[src/rtl/mc_ctrl.sv]
// Multi-cycle main controller: sequences each instruction through fetch, decode,
// execute, memory and writeback states and counts retired instructions.
module mc_ctrl #(
    parameter logic [3:0] RESET_STATE = 4'd0
) (
    input  logic        clk,
    input  logic        reset,
    input  logic [31:0] ins,
    input  logic        zero,
    output logic        ir_wr,
    output logic        pc_wr,
    output logic        npc_sel,
    output logic        j_ctl,
    output logic        jr_ctl,
    output logic        reg_wr,
    output logic [1:0]  reg_dst,
    output logic [1:0]  mem_to_reg,
    output logic        alu_src,
    output logic [2:0]  alu_op,
    output logic [1:0]  ext_op,
    output logic        mem_wr,
    output logic [3:0]  state,
    output logic [31:0] icnt
);

    typedef enum logic [3:0] {
        S_FETCH = 4'd0,
        S_DCD   = 4'd1,
        S_EXE   = 4'd2,
        S_MA    = 4'd3,
        S_MR    = 4'd4,
        S_MW    = 4'd5,
        S_WB    = 4'd6,
        S_BR    = 4'd7
    } state_t;

    localparam logic [5:0] OP_RTYPE = 6'h00;
    localparam logic [5:0] OP_ORI   = 6'h0D;
    localparam logic [5:0] OP_LUI   = 6'h0F;
    localparam logic [5:0] OP_LW    = 6'h23;
    localparam logic [5:0] OP_SW    = 6'h2B;
    localparam logic [5:0] OP_BEQ   = 6'h04;
    localparam logic [5:0] OP_J     = 6'h02;
    localparam logic [5:0] OP_JAL   = 6'h03;
    localparam logic [5:0] FN_ADDU  = 6'h21;
    localparam logic [5:0] FN_SUBU  = 6'h23;
    localparam logic [5:0] FN_SLT   = 6'h2A;
    localparam logic [5:0] FN_JR    = 6'h08;

    logic [3:0]  state_r;
    logic [3:0]  next_s;
    logic [31:0] icnt_r;
    logic [5:0]  op_s;
    logic [5:0]  fn_s;
    logic        is_r_s, is_ralu_s, is_jr_s, is_ori_s, is_lui_s;
    logic        is_lw_s, is_sw_s, is_beq_s, is_j_s, is_jal_s;
    logic [5:0]  exe_alu_s;
    logic        unused_ins_s;

    // Execute-phase ALU controls packed as {alu_src, alu_op, ext_op}.
    function automatic logic [5:0] exe_alu(input logic [5:0] op, input logic [5:0] fn);
        logic [5:0] res;
        res = 6'b0;
        if (op == OP_ORI) begin
            res = {1'b1, 3'b010, 2'b00};
        end else if (op == OP_LUI) begin
            res = {1'b1, 3'b100, 2'b10};
        end else if (op == OP_RTYPE) begin
            case (fn)
                FN_ADDU: res = {1'b0, 3'b000, 2'b00};
                FN_SUBU: res = {1'b0, 3'b001, 2'b00};
                FN_SLT:  res = {1'b0, 3'b011, 2'b00};
                default: res = 6'b0;
            endcase
        end else begin
            res = 6'b0;
        end
        return res;
    endfunction

    assign op_s         = ins[31:26];
    assign fn_s         = ins[5:0];
    assign unused_ins_s = ^ins[25:6];
    assign is_r_s       = (op_s == OP_RTYPE);
    assign is_ralu_s    = is_r_s && ((fn_s == FN_ADDU) || (fn_s == FN_SUBU) || (fn_s == FN_SLT));
    assign is_jr_s      = is_r_s && (fn_s == FN_JR);
    assign is_ori_s     = (op_s == OP_ORI);
    assign is_lui_s     = (op_s == OP_LUI);
    assign is_lw_s      = (op_s == OP_LW);
    assign is_sw_s      = (op_s == OP_SW);
    assign is_beq_s     = (op_s == OP_BEQ);
    assign is_j_s       = (op_s == OP_J);
    assign is_jal_s     = (op_s == OP_JAL);
    assign exe_alu_s    = exe_alu(op_s, fn_s);

    // Next-state and control decode; everything is quiet while reset is low.
    always_comb begin
        next_s     = S_FETCH;
        ir_wr      = 1'b0;
        pc_wr      = 1'b0;
        npc_sel    = 1'b0;
        j_ctl      = 1'b0;
        jr_ctl     = 1'b0;
        reg_wr     = 1'b0;
        reg_dst    = 2'b00;
        mem_to_reg = 2'b00;
        alu_src    = 1'b0;
        alu_op     = 3'b000;
        ext_op     = 2'b00;
        mem_wr     = 1'b0;
        if (!reset) begin
            next_s = RESET_STATE;
        end else begin
            case (state_r)
                S_FETCH: begin
                    ir_wr  = 1'b1;
                    next_s = S_DCD;
                end
                S_DCD: begin
                    if (is_j_s || is_jal_s) begin
                        pc_wr   = 1'b1;
                        npc_sel = 1'b1;
                        j_ctl   = 1'b1;
                        if (is_jal_s) begin
                            reg_wr     = 1'b1;
                            reg_dst    = 2'b10;
                            mem_to_reg = 2'b10;
                        end else begin
                            reg_wr     = 1'b0;
                        end
                        next_s  = S_FETCH;
                    end else if (is_jr_s) begin
                        pc_wr   = 1'b1;
                        npc_sel = 1'b1;
                        jr_ctl  = 1'b1;
                        next_s  = S_FETCH;
                    end else if (is_ralu_s || is_ori_s || is_lui_s) begin
                        next_s = S_EXE;
                    end else if (is_lw_s || is_sw_s) begin
                        next_s = S_MA;
                    end else if (is_beq_s) begin
                        next_s = S_BR;
                    end else begin
                        pc_wr  = 1'b1;
                        next_s = S_FETCH;
                    end
                end
                S_EXE: begin
                    {alu_src, alu_op, ext_op} = exe_alu_s;
                    next_s = S_WB;
                end
                S_MA, S_MR: begin
                    alu_src = 1'b1;
                    ext_op  = 2'b01;
                    alu_op  = 3'b000;
                    if (state_r == S_MR) begin
                        next_s = S_WB;
                    end else if (is_lw_s) begin
                        next_s = S_MR;
                    end else if (is_sw_s) begin
                        next_s = S_MW;
                    end else begin
                        next_s = S_FETCH;
                    end
                end
                S_MW: begin
                    alu_src = 1'b1;
                    ext_op  = 2'b01;
                    mem_wr  = 1'b1;
                    pc_wr   = 1'b1;
                    next_s  = S_FETCH;
                end
                S_WB: begin
                    reg_wr  = 1'b1;
                    pc_wr   = 1'b1;
                    reg_dst = is_r_s ? 2'b01 : 2'b00;
                    if (is_lw_s) begin
                        mem_to_reg = 2'b01;
                    end else begin
                        {alu_src, alu_op, ext_op} = exe_alu_s;
                    end
                    next_s = S_FETCH;
                end
                S_BR: begin
                    alu_op  = 3'b001;
                    pc_wr   = 1'b1;
                    npc_sel = zero;
                    next_s  = S_FETCH;
                end
                default: next_s = S_FETCH;
            endcase
        end
    end

    // State register and retired-instruction counter (one pc_wr per instruction).
    always_ff @(posedge clk) begin
        if (!reset) begin
            state_r <= RESET_STATE;
            icnt_r  <= 32'd0;
        end else begin
            state_r <= next_s;
            if (pc_wr) begin
                icnt_r <= icnt_r + 32'd1;
            end else begin
                icnt_r <= icnt_r;
            end
        end
    end

    assign state = state_r;
    assign icnt  = icnt_r;

endmodule

[config.mk]
export PLATFORM = sky130hd
export DESIGN_NAME = mc_ctrl
export DESIGN_NICKNAME = d
export VERILOG_FILES = /design/src/rtl/mc_ctrl.sv
export SDC_FILE = /design/constraint.sdc
export NUM_CORES = 1
export LEC_CHECK = 0
export ABC_AREA = 1
export CAP_MARGIN = 20
export CELL_PAD_IN_SITES_DETAIL_PLACEMENT = 1
export CELL_PAD_IN_SITES_GLOBAL_PLACEMENT = 1
export CORE_ASPECT_RATIO = 0.75
export CORE_MARGIN = 3
export CORE_UTILIZATION = 32
export DETAILED_ROUTE_END_ITERATION = 12
export PLACE_DENSITY = 0.95
export SLEW_MARGIN = 20
export SYNTH_ARGS = -nofsm -noshare
export SYNTH_HDL_FRONTEND = slang
export SYNTH_SLANG_ARGS = --single-unit
export TNS_END_PERCENT = 10
[constraint.sdc]
create_clock -name clk -period 4.04 [get_ports clk]
set_input_delay 0.808 -clock clk [delete_from_list [all_inputs] [get_ports clk]]
set_output_delay 0.808 -clock clk [all_outputs]
set_load 0.02 [all_outputs]
Yosys cells after proc, flatten, opt, wreduce, memory -nomap -nowiden
Cells that the tools add are included.
Word-level totals
  output and inout port bits: 53
  register bits after elaboration: 36
  bits of input ports: 35
Operators by class
  muxes and demuxes: 55
  $add $sub $neg: 1
  eq/ne operators: 18
  reductions and logical operators: 13
Operators by type and width (count)
  $add A32 B1 Y32 const B: 1
  $eq A6 B6 Y1 const B: 5
  $mux W3: 10
  $mux W1: 26
  $eq A6 B4 Y1 const B: 3
  $mux W6: 3
  $eq A4 B3 Y1 const B: 4
  $eq A6 B2 Y1 const B: 2
  $mux W2: 6
  $pmux W3 S4: 1
  $pmux W3 S3: 1
  $eq A4 B2 Y1 const B: 2
  $pmux W2 S2: 2
  $pmux W4 S2: 1
  $eq A6 B3 Y1 const B: 1
  $logic_not A6 Y1: 1
  $logic_or A1 B1 Y1: 6
  $pmux W1 S2: 3
  $pmux W2 S3: 1
  $reduce_or A3 Y1: 2
  $eq A4 B1 Y1 const B: 1
  $logic_not A4 Y1: 1
  $pmux W1 S3: 1
  $logic_and A1 B1 Y1: 2
  $reduce_or A2 Y1: 1

Longest topological paths before layout
  depth after elaboration: 11
  mapped depth: 13
  gate-level depth less buffers: 11

Worst setup path after synthesis
Ideal clock, no wire load.
  path type: input-to-output
  start point: input port reset
  end point: output port alu_src
  stages: 4
  buffers on the path: 0
  setup slack: 1331 ps
  arrival time: 1901 ps
  cell sequence: clkinv_1 -> a211oi_1 -> nor2_1 -> inv_1
On the way
  longest elaborated chain between the ends: 1
Ends and longest elaborated chain
  start, declared: line 7  | input logic reset,
  $mux W1: line 111  | if (!reset) begin
  end, declared: line 18  | output logic alu_src,
Every way passes these cells.

Worst setup path in the final report
  start point: input port ins[27]
  end point: output port pc_wr
On the way
  longest elaborated chain between the ends: 9
Ends and longest elaborated chain
  start, declared: line 8  | input logic [31:0] ins,
  parallel branches: the longest is 6 deep, another holds $eq A6 B3 Y1
  $mux W1 (*): line 120  | if (is_j_s || is_jal_s) begin
  $pmux W1 S2 (*): line 114  | case (state_r)
  $mux W1 (*): line 111
  end, declared: line 11  | output logic pc_wr,
Every way passes the cells marked *.

==> flow_summary.ini <==
[logic_synthesis]
yosysTopAreaCellShare_pct = 28.9
syn_area_per_cell_um2 = 5.66
yosysWarnings = 0
synth_ff_type = dfxtp_1
yosysMostFrequentCell = nand2_1
syn_inst = 429
async_reset_ff_share_pct = 0
ys_seq_elements = 35
ys_top_cells_by_count = 123 x nand2_1, 91 x nor2_1, 59 x inv_1
synth.net_count = 465
synth_edf_count = 0
ys_seq_area_share_pct = 28.9
synth_area_leaders = dfxtp_1 29%, nand2_1 19%, nor2_1 14%
ys_types = 27
synth_top_area_cell = dfxtp_1
syn-cell-area_um2 = 2430

[critical_path]
critPathBufInv = 3
slowest_delay_ps = 600
cp.depth = 10
r2r_cells = 8
r2r_slack_ps = 1950
cp_data_arrival_time_ps = 2880
cp-start-kind = input port
crit_slowest_cell = clkdlybuf4s50_1
path_common_cell = nand2_1
path_class = input port to output port
crit_fanout = 4
crit_chain = clkdlybuf4s50_1 > nor2_1 > nand2_1 > nor2_2 > nor2_1 > nand4_1 > nand2_1 > nand2_1 > inv_1 > clkdlybuf4s50_1
crit_family = buffers and inverters
worstPathRequired_ps = 3230
cp-end-kind = output port

[pwr]
power.leakage_uw = 0.00130
powerDensity_nw_per_um2 = 222
vdd_drop_max_v = 0.000112

[clock_network]
cts.htree.levels = 2
clock_latency_ps = 290
post-cts-setup-buffers = 0
ctsHoldBuffers = 0
cts_tree = done
numCtsBuffers = 5
clock_sinks = 35
clk_pin_slew_ps = 70
clockRootBuffer = clkbuf_8
clk_path_buf_depth = 2
cts_resized = 0

[sta]
setup_ws_ps = 349
tightest_slew_ps = 539
holdWs_ps = 515
fmax_ghz = 0.271
finClkSkew_ps = 5.72
slew_violations = 0
rsz0062_at_grt = false
hold_viol = 0
slew_headroom_pct = 63.7
setup_tns_ps = 0
fin_crit_sh_pct = 91.4
setup_violations = 0
period_needed_ps = 3690

[final_layout]
multi_input_area_um2 = 1390
nFillCells = 1019
nets = 528
drive_gt1_share_pct = 4.27
postLayoutCellArea_um2 = 3230
antenna_cells = 0
regArea_um2 = 701
syn_to_final_growth_pct = 33.0

[run_status]
status = finished clean

[drt]
drtIter0Drc = 170
vias = 2936
drtAntennaViolNets = 0
wl_um = 8690
wl_per_cell_um = 14.7
drcViolationCount = 0
viasPerCell = 4.98
drt_first_pass_iters = 4

[floorplanning]
num_rows = 26
num_io_pins = 88
die_w_um = 107
start_util_pct = 34.2
die_h_um = 81.4
die_area_um2 = 8670
core_um2 = 7090

[placement]
dp_hpwl_um = 6870
dpl_cell_area_um2 = 3140
portBuffers = 66
place_congestion = 0.859
dp_slack_ps = 372

[global_routing]
first_global_vias = 3020
antenna_found_initial = 0
grtUsageTotal_pct = 20.5
grt_max_degree = 56
grt_overflow = 0
grt_pass1_wl_um = 14400

[run]
drv_cap = 0

[hold_path]
min-delay-path-class = flop to flop
hold_depth = 2
## through the flow
stage,instances,power (uW),util [%]
floorplan,429,428,-
detailed placement,583,462,44.2
finish,590,716,45.5
global placement,583,458,44.2
CTS,590,725,45.5
global route,590,746,45.5
## layer usage
layer	vias up	wire [um]	share of wire [%]	track usage [%]
met3	10	403	4.6	3.57
li1	1463	-	-	-
met5	-	0	0	0
met2	79	4110	47	35.7
met4	0	105	1.2	5.49
met1	1384	4070	47	26.6
## where the power goes
group / internal (uW) / total (uW) / leakage (uW) / switching, uW
logic: 36.9 / 100 / 0.000973 / 63.1
clock network: 134 / 261 / 0.0000470 / 128
registers: 348 / 355 / 0.000282 / 6.52
## cell families after synthesis
family                     Yosys count  share of synthesized area (%)
buffers and inverters               76                           13.8
DFF                                 35                           28.9
adders and majority gates            1                          0.516
other                                1                          0.155
AOI/OAI and AO/OA                   27                           5.72
and+or+nand+nor                    289                           51.0
## state kept, by name, indices dropped and copies added (netlist names)
signal	cells
state	3
icnt	32
## final timing paths
path | start | endpoint
setup / recovery | ins[27] | pc_wr
hold / removal | icnt[29] | icnt[29]
setup reg to reg | state[2] | icnt[5]
hold reg to reg | icnt[29] | icnt[29]
## cell type report
class / instances / share of cell area (%)
sequential: 35 / 21.7
clock inverter: 1 / 0.155
multi-input combinational: 318 / 43.1
tap: 98 / 3.80
inverter: 62 / 7.21
clock buffer: 6 / 2.56
timing repair buffer: 70 / 21.4
## tightest hold or removal path, stage by stage (launching register included)
cell and delay, ps:
dfxtp_1 350, nand2_1 70, a21oi_1 50
## cells in the final DEF (no fill, tap or decap), drive strengths merged
cell type | synthesis | routed
a211oi | 1 | 1
a21oi | 19 | 19
a31oi | 1 | 1
buf | 12 | 4
clkbuf | 2 | 6
clkdlybuf4s50 | 0 | 66
clkinv | 1 | 2
conb | 1 | 1
dfxtp | 35 | 35
ha | 1 | 1
inv | 61 | 61
nand2 | 123 | 123
nand3 | 39 | 39
nand3b | 3 | 3
nand4 | 9 | 9
nor2 | 97 | 97
nor3 | 10 | 10
nor4 | 7 | 7
o21ai | 6 | 6
or3 | 1 | 1
Note: power is estimated with default switching activity, not from simulation.
